[config.mk]
export PLATFORM = sky130hd
export DESIGN_NAME = glitch_burst_gen
export DESIGN_NICKNAME = d
export VERILOG_FILES = /design/src/rtl/glitch_burst_gen.sv
export SDC_FILE = /design/constraint.sdc
export NUM_CORES = 1
export LEC_CHECK = 0
export ABC_CLOCK_PERIOD_IN_PS = 4700
export CAP_MARGIN = 30
export CORE_MARGIN = 2
export CORE_UTILIZATION = 57
export DETAILED_ROUTE_END_ITERATION = 6
export PLACE_DENSITY_LB_ADDON = 0.12
export SLEW_MARGIN = 20
export SYNTH_ARGS = -nofsm -noshare
export SYNTH_HDL_FRONTEND = slang
export SYNTH_SLANG_ARGS = --single-unit
export TNS_END_PERCENT = 20
[constraint.sdc]
create_clock -name clk_i -period 4.7 [get_ports clk_i]
set_clock_uncertainty 0.05 [all_clocks]
set_input_delay 0.47 -clock clk_i [delete_from_list [all_inputs] [get_ports clk_i]]
set_output_delay 0.47 -clock clk_i [all_outputs]
set_load 0.02 [all_outputs]
[src/rtl/glitch_burst_gen.sv]
// glitch_burst_gen: trigger-armed glitch generator that emits multi-pulse bursts.
// Latency: a trigger first sampled high at edge E0 drives glitch active from edge E0+SYNC_STAGES+1+delay.
// Backpressure: none. arm is honoured only in IDLE, and trigger edges outside ARMED are dropped.
//
// Per shot the block waits DELAY cycles, then emits PULSES pulses of WIDTH cycles separated
// by GAP cycles. Timing is latched per shot from cfg_*_i when arm is accepted in IDLE.
// Ports:
//   clk_i, rst_i          : PLL clock, synchronous active-high reset
//   arm_i                 : arming request (IDLE only)
//   trigger_i             : asynchronous trigger, synchronised internally
//   abort_i               : synchronous abort, returns to IDLE from any state
//   cfg_delay_i/width_i/gap_i/pulses_i : per-shot timing (width/gap/pulses of 0 act as 1)
//   glitch_o              : glitch pulse, active level GLITCH_ACT
//   armed_o, delay_indicator_o, done_indicator_o : state indicators
//   timeout_o             : one-cycle pulse when an armed wait times out
//   pulse_idx_o           : 0-based index of current/last pulse
// Optional feature: define GLITCH_TIMEOUT_EN to bound the ARMED wait to TIMEOUT_CYCLES.
// Without it ARMED waits forever and timeout_o is tied low.

module glitch_burst_gen #(
    parameter int          CNT_W          = 32,
    parameter int          PCNT_W         = 8,
    parameter int          SYNC_STAGES    = 2,
    parameter logic        GLITCH_ACT     = 1'b1,
    parameter int unsigned TIMEOUT_CYCLES = 600_000_000
) (
    input  logic              clk_i,
    input  logic              rst_i,
    input  logic              arm_i,
    input  logic              trigger_i,
    input  logic              abort_i,
    input  logic [CNT_W-1:0]  cfg_delay_i,
    input  logic [CNT_W-1:0]  cfg_width_i,
    input  logic [CNT_W-1:0]  cfg_gap_i,
    input  logic [PCNT_W-1:0] cfg_pulses_i,
    output logic              glitch_o,
    output logic              armed_o,
    output logic              delay_indicator_o,
    output logic              done_indicator_o,
    output logic              timeout_o,
    output logic [PCNT_W-1:0] pulse_idx_o
);

    // Elaboration-time sanity checks on the configuration.
    if (SYNC_STAGES < 2) begin : g_bad_sync
        $error("glitch_burst_gen: SYNC_STAGES must be at least 2");
    end
    if (TIMEOUT_CYCLES == 0) begin : g_bad_timeout
        $error("glitch_burst_gen: TIMEOUT_CYCLES must be non-zero");
    end

    typedef enum logic [2:0] {
        S_IDLE,
        S_ARMED,
        S_DELAY,
        S_PULSE,
        S_GAP,
        S_DONE
    } state_t;

    // ------------------------------------------------------------------
    // Trigger synchroniser and rising-edge detect.
    // The edge flag is registered so the FSM only ever sees flopped data;
    // this extra stage accounts for the "+1" in the trigger-to-glitch latency.
    // ------------------------------------------------------------------
    logic [SYNC_STAGES-1:0] sync_q;
    logic                   trig_prev_q;
    logic                   edge_q;
    logic                   trig_sync;

    assign trig_sync = sync_q[SYNC_STAGES-1];

    always_ff @(posedge clk_i) begin
        if (rst_i) begin
            sync_q      <= '0;
            trig_prev_q <= 1'b0;
            edge_q      <= 1'b0;
        end else begin
            sync_q      <= {sync_q[SYNC_STAGES-2:0], trigger_i};
            trig_prev_q <= trig_sync;
            edge_q      <= trig_sync & ~trig_prev_q;
        end
    end

    // ------------------------------------------------------------------
    // State, counters and per-shot shadow configuration
    // ------------------------------------------------------------------
    state_t              state_q, state_d;
    logic [CNT_W-1:0]    cnt_q, cnt_d;
    logic [PCNT_W-1:0]   pulse_idx_q, pulse_idx_d;
    logic [CNT_W-1:0]    sh_delay_q, sh_delay_d;
    logic [CNT_W-1:0]    sh_width_q, sh_width_d;
    logic [CNT_W-1:0]    sh_gap_q, sh_gap_d;
    logic [PCNT_W-1:0]   sh_pulses_q, sh_pulses_d;

    // Registered outputs, computed from the next state so they line up
    // with the state they describe.
    logic glitch_q, glitch_d;
    logic armed_q, armed_d;
    logic delay_ind_q, delay_ind_d;
    logic done_ind_q, done_ind_d;

`ifdef GLITCH_TIMEOUT_EN
    localparam int TMO_W = $clog2(TIMEOUT_CYCLES + 1);
    logic [TMO_W-1:0] tmo_cnt_q, tmo_cnt_d;
    logic             timeout_q, timeout_d;
`endif

    always_comb begin
        state_d     = state_q;
        cnt_d       = cnt_q;
        pulse_idx_d = pulse_idx_q;
        sh_delay_d  = sh_delay_q;
        sh_width_d  = sh_width_q;
        sh_gap_d    = sh_gap_q;
        sh_pulses_d = sh_pulses_q;
`ifdef GLITCH_TIMEOUT_EN
        tmo_cnt_d   = tmo_cnt_q;
        timeout_d   = 1'b0;
`endif

        if (abort_i) begin
            // Abort beats every transition; pulse_idx is deliberately kept
            // so software can see how far the burst got.
            state_d = S_IDLE;
            cnt_d   = '0;
        end else begin
            unique case (state_q)
                S_IDLE: begin
                    if (arm_i) begin
                        sh_delay_d  = cfg_delay_i;
                        sh_width_d  = (cfg_width_i == '0) ? CNT_W'(1) : cfg_width_i;
                        sh_gap_d    = (cfg_gap_i == '0) ? CNT_W'(1) : cfg_gap_i;
                        sh_pulses_d = (cfg_pulses_i == '0) ? PCNT_W'(1) : cfg_pulses_i;
                        pulse_idx_d = '0;
                        cnt_d       = '0;
                        state_d     = S_ARMED;
`ifdef GLITCH_TIMEOUT_EN
                        tmo_cnt_d   = '0;
`endif
                    end
                end

                S_ARMED: begin
                    // A trigger already high when arming produces no edge here:
                    // edge_q only fires on a low-to-high change of the synced level.
                    if (edge_q) begin
                        cnt_d   = '0;
                        state_d = (sh_delay_q == '0) ? S_PULSE : S_DELAY;
                    end
`ifdef GLITCH_TIMEOUT_EN
                    else if (tmo_cnt_q == TMO_W'(TIMEOUT_CYCLES - 1)) begin
                        state_d   = S_IDLE;
                        timeout_d = 1'b1;
                    end else begin
                        tmo_cnt_d = tmo_cnt_q + TMO_W'(1);
                    end
`endif
                end

                S_DELAY: begin
                    if (cnt_q == sh_delay_q - CNT_W'(1)) begin
                        cnt_d   = '0;
                        state_d = S_PULSE;
                    end else begin
                        cnt_d = cnt_q + CNT_W'(1);
                    end
                end

                S_PULSE: begin
                    if (cnt_q == sh_width_q - CNT_W'(1)) begin
                        cnt_d   = '0;
                        state_d = (pulse_idx_q == sh_pulses_q - PCNT_W'(1)) ? S_DONE : S_GAP;
                    end else begin
                        cnt_d = cnt_q + CNT_W'(1);
                    end
                end

                S_GAP: begin
                    if (cnt_q == sh_gap_q - CNT_W'(1)) begin
                        cnt_d       = '0;
                        pulse_idx_d = pulse_idx_q + PCNT_W'(1);
                        state_d     = S_PULSE;
                    end else begin
                        cnt_d = cnt_q + CNT_W'(1);
                    end
                end

                S_DONE: begin
                    // Hold DONE until the trigger is released so one trigger
                    // assertion can never fire two shots.
                    if (!trig_sync) begin
                        state_d = S_IDLE;
                    end
                end

                default: begin
                    state_d = S_IDLE;
                    cnt_d   = '0;
                end
            endcase
        end

        glitch_d    = (state_d == S_PULSE) ? GLITCH_ACT : ~GLITCH_ACT;
        armed_d     = (state_d == S_ARMED);
        delay_ind_d = (state_d == S_DELAY);
        done_ind_d  = (state_d == S_DONE);
    end

    always_ff @(posedge clk_i) begin
        if (rst_i) begin
            state_q     <= S_IDLE;
            cnt_q       <= '0;
            pulse_idx_q <= '0;
            sh_delay_q  <= '0;
            sh_width_q  <= '0;
            sh_gap_q    <= '0;
            sh_pulses_q <= '0;
            glitch_q    <= ~GLITCH_ACT;
            armed_q     <= 1'b0;
            delay_ind_q <= 1'b0;
            done_ind_q  <= 1'b0;
        end else begin
            state_q     <= state_d;
            cnt_q       <= cnt_d;
            pulse_idx_q <= pulse_idx_d;
            sh_delay_q  <= sh_delay_d;
            sh_width_q  <= sh_width_d;
            sh_gap_q    <= sh_gap_d;
            sh_pulses_q <= sh_pulses_d;
            glitch_q    <= glitch_d;
            armed_q     <= armed_d;
            delay_ind_q <= delay_ind_d;
            done_ind_q  <= done_ind_d;
        end
    end

`ifdef GLITCH_TIMEOUT_EN
    always_ff @(posedge clk_i) begin
        if (rst_i) begin
            tmo_cnt_q <= '0;
            timeout_q <= 1'b0;
        end else begin
            tmo_cnt_q <= tmo_cnt_d;
            timeout_q <= timeout_d;
        end
    end

    assign timeout_o = timeout_q;
`else
    assign timeout_o = 1'b0;
`endif

    assign glitch_o          = glitch_q;
    assign armed_o           = armed_q;
    assign delay_indicator_o = delay_ind_q;
    assign done_indicator_o  = done_ind_q;
    assign pulse_idx_o       = pulse_idx_q;

endmodule
Word-level counts from Yosys, hierarchy flattened
Index checks and enable logic that the tools add are counted.
{"block": "totals", "reg_bits": 155, "latch_bits": 0, "ram_bits": 0, "mem_bits_ro": 0, "input_bits": 109, "output_inout_bits": 13, "wordCells": 73, "n_memories": 0}
{"block": "classes", "n_addsub": 6, "multipliers": 0, "div_mod_pow": 0, "order_cmp": 0, "eq_ne": 16, "shifts": 0, "mux": 23, "bitwise": 4, "reduce_logical": 10}
{"cell": "$mux W32", "n": 7}
{"cell": "$pmux W32 S6", "n": 1}
{"cell": "$eq A32 B32 Y1", "n": 3}
{"cell": "$logic_not A32 Y1", "n": 3}
{"cell": "$sub A32 B1 Y32 const B", "n": 3}
{"cell": "$add A32 B1 Y32 const B", "n": 1}
{"cell": "$mux W8", "n": 3}
{"cell": "$mux W3", "n": 7}
{"cell": "$pmux W3 S6", "n": 1}
{"cell": "$pmux W8 S2", "n": 1}
{"cell": "$eq A3 B2 Y1 const B", "n": 4}
{"cell": "$eq A3 B3 Y1 const B", "n": 3}
{"cell": "$add A8 B1 Y8 const B", "n": 1}
{"cell": "$eq A8 B8 Y1", "n": 1}
{"cell": "$logic_not A8 Y1", "n": 1}
{"cell": "$sub A8 B1 Y8 const B", "n": 1}
{"cell": "$eq A3 B1 Y1 const B", "n": 2}
{"cell": "$ne A2 B2 Y1 const B", "n": 3}
{"cell": "$reduce_and A3 Y1", "n": 2}
{"cell": "$reduce_and A4 Y1", "n": 1}
{"cell": "$logic_not A3 Y1", "n": 1}
{"cell": "$mux W1", "n": 3}
{"cell": "$not A1 Y1", "n": 3}
{"cell": "$reduce_bool A2 Y1", "n": 1}
{"cell": "other kinds (2)", "n": 2}

Depth between registers and ports, before layout
{"block": "depth", "depth_word": 8, "ltp_mapped": 15, "ltp_nobuf": 12}

Worst setup path before layout
Ideal clock, no wire load.
{"block": "synth_timing", "path_type": "register to register", "startpoint": "reg sh_width_q[0]", "endpoint": "reg cnt_q[23]", "t_arrival_ns": 3.209, "required_time_ns": 4.520, "path_slack_ns": 1.311, "stages_incl_launch_ff": 15, "synth_period_minus_slack_ns": 3.389, "cell_sequence": "dfxtp_1 -> inv_1 -> ha_1 -> nor4b_1 -> nand4_1 -> nor2_1 -> mux2i_1 -> a2111oi_1 -> nand4_1 -> o41a_1 -> a21o_1 -> clkbuf_1 -> buf_2 -> a31oi_1 -> mux2i_1"}
{"block": "synth_via", "elab_chain_cells": 4}
{"item": "start: declaration", "line": "92", "source": "logic [CNT_W-1:0] sh_width_q, sh_width_d;"}
{"item": "start signal: assignment", "line": "228", "source": "sh_width_q <= sh_width_d;"}
{"item": "$sub A32 B1 Y32", "line": "171", "source": "if (cnt_q == sh_width_q - CNT_W'(1)) begin"}
{"item": "$eq A32 B32 Y1", "line": "171"}
{"item": "$mux W32", "line": "171"}
{"item": "$pmux W32 S6", "line": "128", "source": "unique case (state_q)"}
{"item": "end signal: assignment", "line": "225", "source": "cnt_q <= cnt_d;"}
{"item": "end: declaration", "line": "89", "source": "logic [CNT_W-1:0] cnt_q, cnt_d;"}
No other way between the ends.
A chain may end at the register's enable or synchronous reset.

Final worst setup path
{"block": "layout_timing", "startpoint": "reg sh_width_q[0]", "endpoint": "reg cnt_q[28]"}
Same word-level chain as after synthesis.

==> results.json <==
{
  "outcome": "completed",
  "synth-seq-cells": 155,
  "ys_seq_area_share_pct": 32.0,
  "multiInputGateArea_mm2": 0.00614,
  "overflow": 0,
  "cts_sinks": 155,
  "die_w_um": 134,
  "fin_crit_ps": 4330,
  "grt_max_degree": 54,
  "cp.required_ps": 4930,
  "drv_slew": 0,
  "min_path_type": "flip-flop to flip-flop",
  "switchingPower_mw": 1.00,
  "die_y_um": 134,
  "netlist_instances": 1227,
  "path_clk_slew_ps": 60,
  "vdd.ir_drop.worst_uv": 274,
  "final_nets": 1410,
  "synth_area_leader_cell": "dfxtp_1",
  "pwr_density_cell_mw_per_mm2": 302,
  "seqPwrFrac_pct": 41.1,
  "detailroute.via_count": 9558,
  "drive_above_1_share_pct": 6.04,
  "p_leak_nw": 4.08,
  "routed_via_density": 6.26,
  "layout_common_cells": "155 x nand2_1, 155 x dfxtp_1, 119 x clkdlybuf4s50_1, 84 x xnor2_1, 63 x nor2_1",
  "io_pins": 122,
  "slew_headroom_pct": 46.4,
  "synth_top_area_share_pct": 32.0,
  "power_frac_comb_pct": 20.6,
  "crit_path_max_fanout": 24,
  "antenna_found_initial": 0,
  "numCtsBuffers": 17,
  "criticalPathCategory": "flip-flop to flip-flop",
  "worstPathArrival_ps": 4570,
  "postCtsResizedCells": 0,
  "grt.total_usage_pct": 30.9,
  "cts_root_buf": "clkbuf_16",
  "reg2reg_slack_ps": 370,
  "drt_pass1_iterations": 6,
  "diodes": 0,
  "clock.fmax_ghz": 0.231,
  "holdBufCountCts": 0,
  "yosysWarnings": 0,
  "grt_pass1_wl_um": 44800,
  "cts_tree": "done",
  "htree_levels": 4,
  "maxCapViolations": 0,
  "ys_types": 79,
  "use_met1_pct": 39.8,
  "rsz0062_at_grt": "no",
  "final_area_mm2": 0.0115,
  "cp-end-kind": "flip-flop",
  "finalHoldViolations": 0,
  "clk_latency_ps": 440,
  "die_area_mm2": 0.0181,
  "clockBufferDepth": 2,
  "nFillCells": 1379,
  "grt_use_met2_pct": 50.3,
  "dp_hpwl_um": 20300,
  "clockPowerShare_pct": 38.3,
  "route.detailed.drc": 0,
  "core_area_mm2": 0.0166,
  "rows": 47,
  "yosys-top-cells-area": "dfxtp_1 32%, xnor2_1 7.6%, nand2_1 6.0%",
  "postSynth.asyncResetShare_pct": 0,
  "synthToLayoutAreaGrowth_pct": 19.0,
  "intPower_mw": 2.48,
  "portBuffers": 120,
  "grt_pass1_vias": 8916,
  "start_kind": "flip-flop",
  "placed_area_mm2": 0.0110,
  "syn_area_mm2": 0.00970,
  "routabilityCongestion": 0.985,
  "drt_wl_total_um": 27500,
  "final.setup.tns_ps": 0,
  "synth_area_per_cell_um2": 7.91,
  "gr-max-usage-layer": "met2",
  "first_iter_violations": 646,
  "final.period_utilization_pct": 92.2,
  "tightest_slew_ps": 797,
  "synth_edf_count": 0,
  "postCtsSetupRepairBufs": 0,
  "synth_nets": 1342,
  "synth-main-ff-cell": "dfxtp_1",
  "seqCellArea_mm2": 0.00310,
  "switching_share_pct": 28.8,
  "start_util_pct": 58.3,
  "setup_viol": 0,
  "grt_util_met3_pct": 6.61,
  "routedWlPerCell_um": 18.0,
  "antenna_left": 0
}
power by group through the flow:
stage / clock, mW / combinational (mW) / sequential (mW)
finish: 1.33 / 0.716 / 1.43
global route: 1.40 / 0.787 / 1.44
CTS: 1.34 / 0.710 / 1.43
detailed placement: 0 / 0.703 / 1.46
global placement: 0 / 0.686 / 1.46
floorplan: 0 / 0.501 / 1.43
per-stage QoR:
| step | hold WS, ps | setup WS [ps] | std cells | util (%) | total power [mW] |
|---|---|---|---|---|---|
| finish | 337 | 368 | 1528 | 69.4 | 3.48 |
| global placement | 323 | 724 | 1494 | 65.8 | 2.14 |
| floorplan | 317 | 1310 | 1227 | - | 1.93 |
| detailed placement | 327 | 530 | 1495 | 66.0 | 2.16 |
| CTS | 338 | 531 | 1527 | 69.3 | 3.48 |
| global route | 358 | 46.2 | 1528 | 69.4 | 3.63 |
worst max-delay path, stage by stage, from the launching register on:
cell       delay (ps)
dfxtp_1           340
inv_1              90
ha_1              260
nor4b_1           580
nand4_1           420
nor2_1            280
mux2i_1           110
a2111oi_1         270
nand4_1           240
o41a_1            510
a21o_1            430
buf_4             300
a31oi_1           220
a31oi_1            70
logic make-up after synthesis:
kind of cell               share of synthesized area (%)
DFF                                                 32.0
AOI/OAI and AO/OA                                   18.3
xor gates and xnor gates                            12.1
muxes                                               2.13
and+or+nand+nor                                     29.7
other                                             0.0386
buffers and inverters                               5.00
adders and majority gates                          0.774
path summary, 6_finish.rpt:
check                                                start                     end  depth (start not counted)
worst max-delay path            sh_width_q[0]$_SDFFE_PP0P_  cnt_q[28]$_SDFFE_PP0P_                         13
worst min-delay path                trig_prev_q$_SDFF_PP0_       edge_q$_SDFF_PP0_                          1
worst max register to register  sh_width_q[0]$_SDFFE_PP0P_  cnt_q[28]$_SDFFE_PP0P_                         13
worst min register to register      trig_prev_q$_SDFF_PP0_       edge_q$_SDFF_PP0_                          1
metal layers:
metal / vias to the layer above / share of wire, %
met2: 401 / 47
met5: - / 0
met4: 0 / 3.2
met1: 4468 / 42
li1: 4616 / -
met3: 73 / 8.4
synth_stat cells (18+ instances only):
library cell and instances:
nand3b_1 18, a31oi_1 37, o21ai_0 32, nand3_1 38
clkbuf_1 69, or3_1 21, inv_1 30, nand2_1 155
nor2_1 65, nand4_1 33, nor3_1 48, dfxtp_1 155
xor2_1 50, a21oi_1 62, a22o_1 51, nor4_1 48
xnor2_1 84
sequential cells by signal, indices dropped and copies added, names as in the netlist:
signal,count
cnt_q,32
sh_delay_q,32
sh_gap_q,32
sh_width_q,32
pulse_idx_o,8
sh_pulses_q,8
state_q,3
sync_q,2
armed_o,1
delay_indicator_o,1
done_indicator_o,1
edge_q,1
glitch_o,1
trig_prev_q,1
layout make-up:
type	count	share of cell area [%]
multi-input cells	952	53.1
flip-flops and latches	155	26.9
repair buffers	139	11.7
clock buffers	21	3.81
well taps	220	2.38
clock inverters	11	1.06
inverters	30	0.975
No activity file was read; power rests on OpenSTA's default activity.
